$ cat src/rtl/approx_mult_rr_scheduler.sv
// Round-robin front end sharing one external 8x8 approximate multiplier among NREQ lanes.
// Latency 2 cycles accept->rsp_valid; rsp_ready backpressure stalls B, then A, then deasserts req_ready.
module approx_mult_rr_scheduler #(
  parameter int NREQ = 4,
  parameter int IDW  = 2,
  parameter int CNTW = 16
) (
  input  logic              clk,
  input  logic              rst_n,
  input  logic [NREQ-1:0]   req_valid,
  input  logic [8*NREQ-1:0] req_x,
  input  logic [8*NREQ-1:0] req_y,
  output logic [NREQ-1:0]   req_ready,
  input  logic              cfg_exact,
  output logic [7:0]        mul_x,
  output logic [7:0]        mul_y,
  input  logic [15:0]       mul_z,
  output logic              rsp_valid,
  input  logic              rsp_ready,
  output logic [IDW-1:0]    rsp_id,
  output logic [15:0]       rsp_z,
  output logic [CNTW-1:0]   txn_count
);

  logic [IDW-1:0] ptr;
  logic [IDW-1:0] gnt_idx;
  logic           gnt_found;
  logic           a_v;
  logic [IDW-1:0] a_id;
  logic           a_exact;
  logic           stall_b;
  logic           stall_a;
  logic           accept;
  logic [15:0]    exact_z;
  int             idx;

  assign stall_b = rsp_valid & ~rsp_ready;
  assign stall_a = a_v & stall_b;

  // First valid requester at or above ptr, wrapping modulo NREQ.
  always_comb begin
    gnt_found = 1'b0;
    gnt_idx   = '0;
    idx       = 0;
    for (int k = 0; k < NREQ; k++) begin
      idx = int'(ptr) + k;
      if (idx >= NREQ) idx = idx - NREQ;
      if (!gnt_found && req_valid[idx]) begin
        gnt_found = 1'b1;
        gnt_idx   = IDW'(idx);
      end
    end
  end

  assign req_ready = (rst_n && !stall_a && gnt_found) ? (NREQ'(1) << gnt_idx) : '0;
  assign accept    = |req_ready;
  assign exact_z   = {8'd0, mul_x} * {8'd0, mul_y};

  always_ff @(posedge clk) begin
    if (!rst_n) begin
      ptr       <= '0;
      a_v       <= 1'b0;
      a_id      <= '0;
      a_exact   <= 1'b0;
      mul_x     <= '0;
      mul_y     <= '0;
      rsp_valid <= 1'b0;
      rsp_id    <= '0;
      rsp_z     <= '0;
      txn_count <= '0;
    end else begin
      if (accept) begin
        ptr     <= (gnt_idx == IDW'(NREQ - 1)) ? '0 : gnt_idx + IDW'(1);
        a_v     <= 1'b1;
        a_id    <= gnt_idx;
        a_exact <= cfg_exact;
        mul_x   <= req_x[8*gnt_idx +: 8];
        mul_y   <= req_y[8*gnt_idx +: 8];
        if (!(&txn_count)) txn_count <= txn_count + CNTW'(1);
      end else if (!stall_a) begin
        a_v <= 1'b0;
      end

      // Stage A drains into B whenever B is free or being consumed this cycle.
      if (a_v && !stall_b) begin
        rsp_valid <= 1'b1;
        rsp_id    <= a_id;
        rsp_z     <= a_exact ? exact_z : mul_z;
      end else if (rsp_ready) begin
        rsp_valid <= 1'b0;
      end
    end
  end

endmodule

$ cat config.mk
export PLATFORM = sky130hd
export DESIGN_NAME = approx_mult_rr_scheduler
export DESIGN_NICKNAME = d
export VERILOG_FILES = /design/src/rtl/approx_mult_rr_scheduler.sv
export SDC_FILE = /design/constraint.sdc
export NUM_CORES = 1
export LEC_CHECK = 0
export BUFFER_PORTS_ARGS = -buffer_cell sky130_fd_sc_hd__buf_2
export CAP_MARGIN = 20
export CORE_AREA = 2 2 79 138
export DETAILED_ROUTE_END_ITERATION = 8
export DIE_AREA = 0 0 81 140
export PLACE_DENSITY = 0.77
export SLEW_MARGIN = 20
export SYNTH_ARGS = -nofsm -noshare
export SYNTH_HDL_FRONTEND = slang
export SYNTH_SLANG_ARGS = --single-unit
$ cat constraint.sdc
create_clock -name clk -period 6.54 [get_ports clk]
set_input_delay 0.654 -clock clk [delete_from_list [all_inputs] [get_ports clk]]
set_output_delay 0.654 -clock clk [all_outputs]
set_load 0.01 [all_outputs]
==> flow_results.org, run 1 <==
** Timing
- Final critical delay including setup and external delays :: 4.53 ns
- The final-report max-slew violation count was 0.
- Headroom to the max-slew limit came out at 0.389.
- Across the routed clock network, the largest skew measured is 0.00331 ns.
- Derived from the worst setup path, the maximum achievable clock frequency is between 200 and 250 MHz.
- Setup violations, final :: 0
- Post-route clock period utilization :: 0.692
- Hold timing on the final database bottoms out at a slack of 0.451 ns.
- Adding up every negative setup slack in the final design gives 0 ns.
- At the pin with the least slew margin, the transition time is ~0.92 ns.
- Setup repair after global routing left no endpoint under its margin.
- Final hold viol count :: 0

** Clock network
- No sink is reached through more buffers than the 2 on the longest clock path.
- Insertion delay of the later-clocked pin in the worst-skew pair :: approximately 0.33 ns
- For this design, the CTS-stage hold fixing added 0 buffers.
- TritonCTS created 9 clock buffers.
- Clock slew at reported path FFs :: approximately 0.05 ns
- Number of clock sinks :: 57
- Post-CTS setup repair buffer count :: 0
- CTS Root Buffer Type :: clkbuf_16
- After clock tree synthesis, the repair step resized 0 gates.
- The H-tree was split into 3 levels.
- CTS tree :: yes

** Place
- Post-placement cell count :: around 800
- Final Wtd Congestion :: ~0.93
- Count of buffers from port buffering :: between 100 and 150
- The HPWL after detailed placement is 11000 um.

** Route
- For this block, the initial DRC count from the detailed router was ~160.
- DR vias :: 4566
- The pre-antenna-repair detailed-routing pass consisted of 4 iterations.
- Drc violations :: 0
- Using the TritonRoute via totals, the vias-per-cell ratio works out to between 5 and 6.
- Number of nets with antenna violations after routing :: 0
- Detailed Route WL :: around 14000 um
- After detailed routing, the average wire length per cell comes to approximately 17 um.

** Synth
- Async S/R FF share, synth :: 0
- Of the synthesized area, sequential elements account for 0.223.
- After synthesis the cells add up to between 5000 and 6000 um^2.
- Count of flip-flops with a built-in enable after synthesis :: 0
- Synthesized instance count :: about 550
- The synthesized design contains 57 register bits.
- Mean cell area of the mapped netlist :: a little over 9 um^2
- During synthesis, Yosys emitted a total of 0 warnings.
- Among all flip-flop cells after synthesis, the most frequent one is dfxtp_1.
- Unique cell type count in the Yosys netlist :: 60
- Counting every net in the synthesized netlist gives around 720.

** Floorplan
- Vert. Die Dim :: between 100 and 150 um
- From left edge to right edge, the die measures about 81 um.
- Num ports :: between 100 and 150
- The floorplan step defined a die boundary enclosing around 11000 um^2.
- The initial utilization of the core area, before any placement, comes to 0.503.
- Core area :: around 10000 um^2
- Number of placement rows :: 49

** Layout
- Number of filler cells placed in the layout :: around 950
- ANT cells :: 0
- Final #Nets :: about 850
- Compared with the post-synthesis result, the final layout area differs by 20.4%.
- Fin cells :: just over 800
- Of the cells placed in the final design, the portion with a size suffix greater than 1 is 0.267.

** Global routing
- First-pass GRT wire length :: between 20000 and 25000 um
- Pin count of the biggest net entering global routing :: 36
- Overall global routing resource usage :: 0.259
- Summed over all layers, the global routing overflow is 0.
- Number of global-route vias before repair :: a little under 5000
- Number of antenna violations at the first check in global routing :: 0

** Worst setup path
- Cell breakdown of the critical path :: and2_1, fa_1, fa_1, fa_1, inv_1, fa_1, inv_1, ha_1, o211ai_1, a21oi_1, a211oi_2, nor2_1, o41ai_1, o22ai_1
- Data arrives at the worst endpoint at 4.72 ns.
- The critical path in this run is classified as flop to flop.
- Data on the critical path is required at its endpoint by around 6.7 ns.
- Buf+Inv Stages, Crit Path :: 2
- In this run the worst path has a maximum fanout of 10.
- The slowest stage of the critical path is the fa_1 cell.
- The most numerous cell type found on the critical path is fa_1.
- Delay of the slowest cell on the worst path :: around 0.56 ns
- Critical Path Source Type :: flop
- Grouping stages by cell kind, the critical path spends the most delay in adder cells.
- Crit end category :: flop

** Run
- Max-cap check violation count :: 0

** Power and ir drop
- In this run the static leakage power is 3.06 nW.
- Power Dens Cells :: a little under 300 nW/um^2
- The worst-case IR drop observed on VDD is roughly 0.17 mV.

** Worst hold path
- In this run the worst hold path is classified as flop to flop.

** Outcome
- The run finished with clean final reports.
-- synthesized netlist by cell type, types with 2 or more instances --
master / instances / area share
dfxtp_1: 57 / 0.22
inv_1: 57 / 0.042
and2_1: 54 / 0.066
mux2i_1: 44 / 0.086
ha_1: 41 / 0.10
nand2_1: 37 / 0.027
fa_1: 36 / 0.14
nor2_1: 30 / 0.022
a21oi_1: 25 / 0.024
nand3_1: 23 / 0.022
clkbuf_1: 11 / 0.0081
xor2_1: 11 / 0.019
o221ai_2: 10 / 0.029
a211oi_1: 9 / 0.013
xnor2_1: 9 / 0.015
and3_1: 7 / 0.0086
nor3b_1: 7 / 0.010
o21ai_0: 7 / 0.0068
nand4_1: 6 / 0.0073
o221ai_1: 6 / 0.010
nand2b_1: 5 / 0.0061
o22ai_1: 5 / 0.0061
buf_6: 4 / 0.0088
or3_1: 4 / 0.0049
nor2b_1: 3 / 0.0037
nor3_1: 3 / 0.0029
o211ai_1: 3 / 0.0044
a211oi_2: 2 / 0.0049
a21o_1: 2 / 0.0029
a31oi_1: 2 / 0.0024
buf_1: 2 / 0.0015
buf_4: 2 / 0.0029
nand2_8: 2 / 0.0078
o21ai_1: 2 / 0.0020
-- metal layers --
layer / vias up / GRT usage / share of wire / wire, um
li1: 2165 / - / - / -
met1: 2208 / 0.278 / 0.36 / 4980
met2: 146 / 0.467 / 0.55 / 7630
met3: 47 / 0.0432 / 0.043 / 591
met4: 0 / 0.142 / 0.042 / 573
met5: - / 0 / 0 / 0
-- cells in the final DEF, fill, tap and decap left out, types with 10 or more instances in the layout --
cell type,n
a21oi_1,25
and2_1,54
buf_2,142
dfxtp_1,57
fa_1,36
ha_1,41
inv_1,57
mux2i_1,44
nand2_1,37
nand3_1,23
nor2_1,30
o221ai_2,10
xor2_1,11
-- where the power goes --
group          internal, W  switching (W)  total (W)  leakage, nW
sequential        0.000401       0.000112   0.000513        0.467
clock             0.000267       0.000170   0.000437        0.135
combinational     0.000363       0.000479   0.000842         2.46
-- stage by stage --
step | utilization | cell area [um^2] | setup slack [ns] | power (W)
finish | 0.605 | 6160 | 2.01 | 0.00179
floorplan | - | 5120 | 2.29 | 0.00111
CTS | 0.603 | 6130 | 1.97 | 0.00181
detailed placement | 0.575 | 5850 | 2.00 | 0.00136
global placement | 0.575 | 5850 | 2.08 | 0.00133
global route | 0.605 | 6160 | 1.73 | 0.00193
-- cell type report --
class	count	area, um^2	area share
clock buffer	10	239	0.0388
inverter	59	221	0.0359
timing repair buffer	144	746	0.121
clock inverter	6	42.5	0.00690
tap	127	159	0.0258
multi-input combinational	416	3610	0.586
sequential	57	1140	0.185
-- worst paths after layout --
check                           startpoint   endpoint  slack (ns)  cells past startpoint
worst max-delay path              mul_y[5]  rsp_z[15]        2.01                     14
worst min-delay path             rsp_id[0]  rsp_id[0]        0.45                      2
worst max register to register    mul_y[5]  rsp_z[15]        2.01                     14
worst min register to register   rsp_id[0]  rsp_id[0]        0.45                      2
-- flip-flops by register name, indices dropped and copies added (netlist names) --
name / cells
mul_y: 8
a_v: 1
rsp_z: 16
mul_x: 8
rsp_id: 2
a_exact: 1
rsp_valid: 1
a_id: 2
txn_count: 16
ptr: 2
-- worst reg2reg max path, stage by stage (launching register included) --
cell	delay [ns]
dfxtp_1	0.55
and2_1	0.22
fa_1	0.44
fa_1	0.54
fa_1	0.56
inv_1	0.06
fa_1	0.53
inv_1	0.04
ha_1	0.38
o211ai_1	0.12
a21oi_1	0.07
a211oi_2	0.35
nor2_1	0.10
o41ai_1	0.32
o22ai_1	0.13
-- logic make-up (layout without fill, tap and decap cells) --
logic type               Yosys count  after routing  share of synthesized area
AO/OA/AOI/OAI                     85             85                      0.133
flip-flops                        57             57                      0.223
adder cells (fa/ha/maj)           77             77                      0.241
AND/OR/NAND/NOR                  190            190                      0.211
buffers and inverters             81            219                     0.0724
multiplexers                      44             44                     0.0861
XOR/XNOR                          20             20                     0.0342
No activity file was read; power rests on OpenSTA's default activity.
==> run 2, diff against run 1 <==
--- a/config.mk
+++ b/config.mk
@@ -5,11 +5,12 @@
 export SDC_FILE = /design/constraint.sdc
 export NUM_CORES = 1
 export LEC_CHECK = 0
+export ABC_AREA = 1
 export BUFFER_PORTS_ARGS = -buffer_cell sky130_fd_sc_hd__buf_2
 export CAP_MARGIN = 20
-export CORE_AREA = 2 2 79 138
+export CORE_AREA = 2 2 87 151
 export DETAILED_ROUTE_END_ITERATION = 8
-export DIE_AREA = 0 0 81 140
+export DIE_AREA = 0 0 89 153
 export PLACE_DENSITY = 0.77
 export SLEW_MARGIN = 20
 export SYNTH_ARGS = -nofsm -noshare
==> constraint.sdc (replaced) <==
create_clock -name clk -period 4 [get_ports clk]
set_input_delay 0.4 -clock clk [delete_from_list [all_inputs] [get_ports clk]]
set_output_delay 0.4 -clock clk [all_outputs]
set_load 0.01 [all_outputs]
==> flow_results.org, run 2 <==
** Layout
- Leaving out fill and tap cells, the most frequent cell in the layout is inv_1.
- Cell area after layout :: between 7000 and 8000 um^2
- Area Overhead vs Synth :: 29.6%
- The repair_antennas step left the layout with diodes totalling 0.
- Final #Nets :: roughly 1300
- Commonest cells after routing, fill and taps aside :: 219 x inv_1, 200 x nand2_1, 142 x buf_2
- Fraction of final layout cells with drive strength greater than 1 :: 0.284
- Largest registers in the final layout :: rsp_z: 16 flops, txn_count: 16 flops

** Timing
- Setup violations, final :: 0
- For the pin with the worst max-slew slack, the measured transition is roughly 0.96 ns.
- Final number of max-transition violations :: 0
- Static timing analysis puts the maximum clock frequency at around 250 MHz.
- Post-route clock period utilization :: 0.982
- The routed design could run at a clock period as short as between 3 and 4 ns.
- Relative slew slack :: 0.361
- Across the routed clock network, the largest skew measured is approximately 0.0083 ns.
- RSZ-0062 raised after global routing :: yes
- The final hold violation count came to 0.

** Synth
- Most frequently used flop master after synthesis :: dfxtp_1
- By count the netlist is led by 227 x inv_1, 210 x nand2_1, 84 x nand3_1.
- Main area contributors after synthesis :: dfxtp_1 19%, inv_1 14%, nand2_1 13%
- Yosys mapped a number of flops with a built-in enable equal to 0.
- Mean cell area of the mapped netlist :: 6.44 um^2
- Cell accounting for the most synthesized area :: dfxtp_1
- Synthesized instance count :: 944
- Unique cell type count in the Yosys netlist :: 37
- Summing every instance area after synthesis gives 6080 um^2.
- During synthesis, Yosys emitted a total of 0 warnings.
- Leading cell type by number of instances after synthesis :: inv_1
- Net Count, Synth :: around 1100
- Of the post-synthesis cell area, the dominant cell type holds 0.188.
- Number of synthesized register bits :: 57
- The share of the Yosys chip area taken by registers is 0.188.
- Async S/R FF share, synth :: 0

** Route
- In the routed layout, each cell is associated on average with a via count of about 5.
- Average wire length per cell after detail routing :: approximately 14 um
- The first detailed-routing pass ran for 5 iterations.
- For this block, the routed nets add up to approximately 18000 um of wire.
- Drc violations :: 0
- Number of nets with antenna violations after routing :: 0
- Number of design-rule violations left by the first detailed-router iteration :: between 300 and 400
- The routed layout has 6474 vias.

** Global routing
- The total overflow left after global routing is 0.
- Entering global routing, the biggest net connects 36 pins.
- The first global-routing pass estimated between 20000 and 30000 um of wire.
- The initial antenna violation count came to 0.
- The number of global-route vias before repair was between 6000 and 7000.
- In the global route stage, overall resource usage came out at 0.266.

** Worst setup path
- R2R cell count :: 19
- At the worst endpoint, the required time is approximately 4.2 ns.
- Data arrival time of the critical path :: roughly 4.1 ns
- Critical Path Source Type :: flop
- Flop-to-flop setup slack :: around 0.071 ns
- Endpoint of the lowest-slack register-to-register path :: rsp_z[14]
- Critical R2R Launch :: mul_y[2]
- Worst setup path category :: flop to flop
- In this run the worst setup path begins at mul_y[2].
- Maximum net fanout on the critical path :: 6
- Crit end category :: flop

** Clock network
- Clock tree synthesis selected as its root buffer the cell clkbuf_16.
- The longest clock path from root to sink contains 2 buffers.
- After clock tree synthesis, the flow added hold-fix buffers numbering 0.
- Cts bufs inserted :: 9
- After clock tree synthesis, the clock-pin slew on the worst setup and hold paths is 0.06 ns.
- The tree built by TritonCTS fans out to 57 sinks.
- CTS H-Tree Depth :: 3
- Insertion delay of the later-clocked pin in the worst-skew pair :: ~0.33 ns
- TritonCTS built the clock tree.

** Place
- The count of buffers added on input and output ports is 142.
- In this run the cell area measured after placement is 7140 um^2.
- Final Wtd Congestion :: around 0.95
- Detail Placement HPWL :: 13200 um

** Outcome
- The run finished with clean final reports.

** Floorplan
- The region available for standard cell placement spans 12400 um^2.
- Number of placement rows :: 54
- Num ports :: roughly 140
- Width of the die :: 89 um
- The die covers 13600 um^2.
- Vert. Die Dim :: around 150 um
- For this configuration, the core starts out at a cell density of 0.489.

** Worst hold path
- In this run the worst hold path is classified as input pin to flop.
- In this run the most critical hold path is launched from mul_z[4].
- Instance count along the most critical hold path :: 3
- End of the worst hold path :: rsp_z[4]

** Run
- Across the run, the number of max-cap violations was 0.

** Power and ir drop
- The worst-case IR drop observed on VDD is 0.669 mV.
- Pwr Total :: ~0.006 W
- For this design the ratio of total power to cell area is between 700 and 800 nW/um^2.
- Summed over all cells, the static leakage comes to 4.63 nW.
-- run 2: cell count changes in the layout (fill, tap and decap cells not counted), sizes merged, moves of 44 or more --
cell   change
nand2    +185
inv      +173
nand3     +62
and2      -54
buf       +52
mux2i     -44
-- run 2: cell type report --
class	instances	area [um^2]
Clock buffer	9	225
Clock inverter	7	125
Fill cell	1124	4550
Inverter	230	863
Multi-Input combinational cell	606	4150
Sequential cell	57	1180
Tap cell	168	210
Timing Repair Buffer	196	1130
-- run 2: routing by layer --
layer / wire [um] / part of all wire / track usage
met1: 6580 / 0.37 / 0.288
met2: 9670 / 0.54 / 0.494
met3: 719 / 0.040 / 0.0313
met4: 792 / 0.045 / 0.119
met5: 0 / 0 / 0
-- run 2: report_power, final --
group          internal [W]  switching (W)
Combinational       0.00155        0.00258
Clock              0.000615       0.000314
Sequential         0.000749       0.000169
Total               0.00292        0.00306
-- run 2: through the flow --
stage                      util  TNS (ns)  hold slack [ns]  worst slack (ns)  std cells
after CTS                 0.609         0            0.323           0.00257       1270
after floorplan               -         0            0.436           0.00500        944
after global routing      0.634    -0.149            0.339           -0.0582       1273
after global placement    0.574    -0.690            0.454            -0.137       1254
final                     0.634         0            0.329            0.0708       1273
after detailed placement  0.574     -1.15            0.454            -0.172       1254
-- run 2: how the worst max path moves through the flow --
stage | endpoint | slack (ns) | cells after the start
CTS | rsp_z[13] | 0.003 | 19
global placement | rsp_z[12] | -0.14 | 17
global route | rsp_z[10] | -0.06 | 19
detailed placement | rsp_z[10] | -0.17 | 16
floorplan | rsp_z[10] | 0.005 | 17
finish | rsp_z[14] | 0.07 | 19
-- run 2: cell families after synthesis --
family / count (synthesis) / synth area share
adder cells (fa/ha/maj): 77 / 0.203
XOR/XNOR: 18 / 0.0259
AO/OA/AOI/OAI: 111 / 0.103
flip-flops: 57 / 0.188
AND/OR/NAND/NOR: 400 / 0.296
buffers and inverters: 281 / 0.185
-- run 2: critical path: stages, from the launching register on --
cell	delay, ns
dfxtp_4	0.37
buf_4	0.14
nand2_1	0.06
inv_1	0.06
fa_1	0.54
fa_1	0.43
fa_1	0.51
inv_2	0.04
fa_1	0.50
inv_2	0.05
ha_4	0.32
nand2_4	0.09
o21ai_2	0.16
nand2_1	0.10
nand3_2	0.10
nor2_1	0.04
nor2_1	0.08
nand2_1	0.07
nand2_1	0.05
a21oi_1	0.06
-- run 2: timing repair --
item,in CTS,in global routing
pin swaps,5,43
buffers inserted,0,3
resized for setup,23,73
endpoints found under the setup margin,9,10
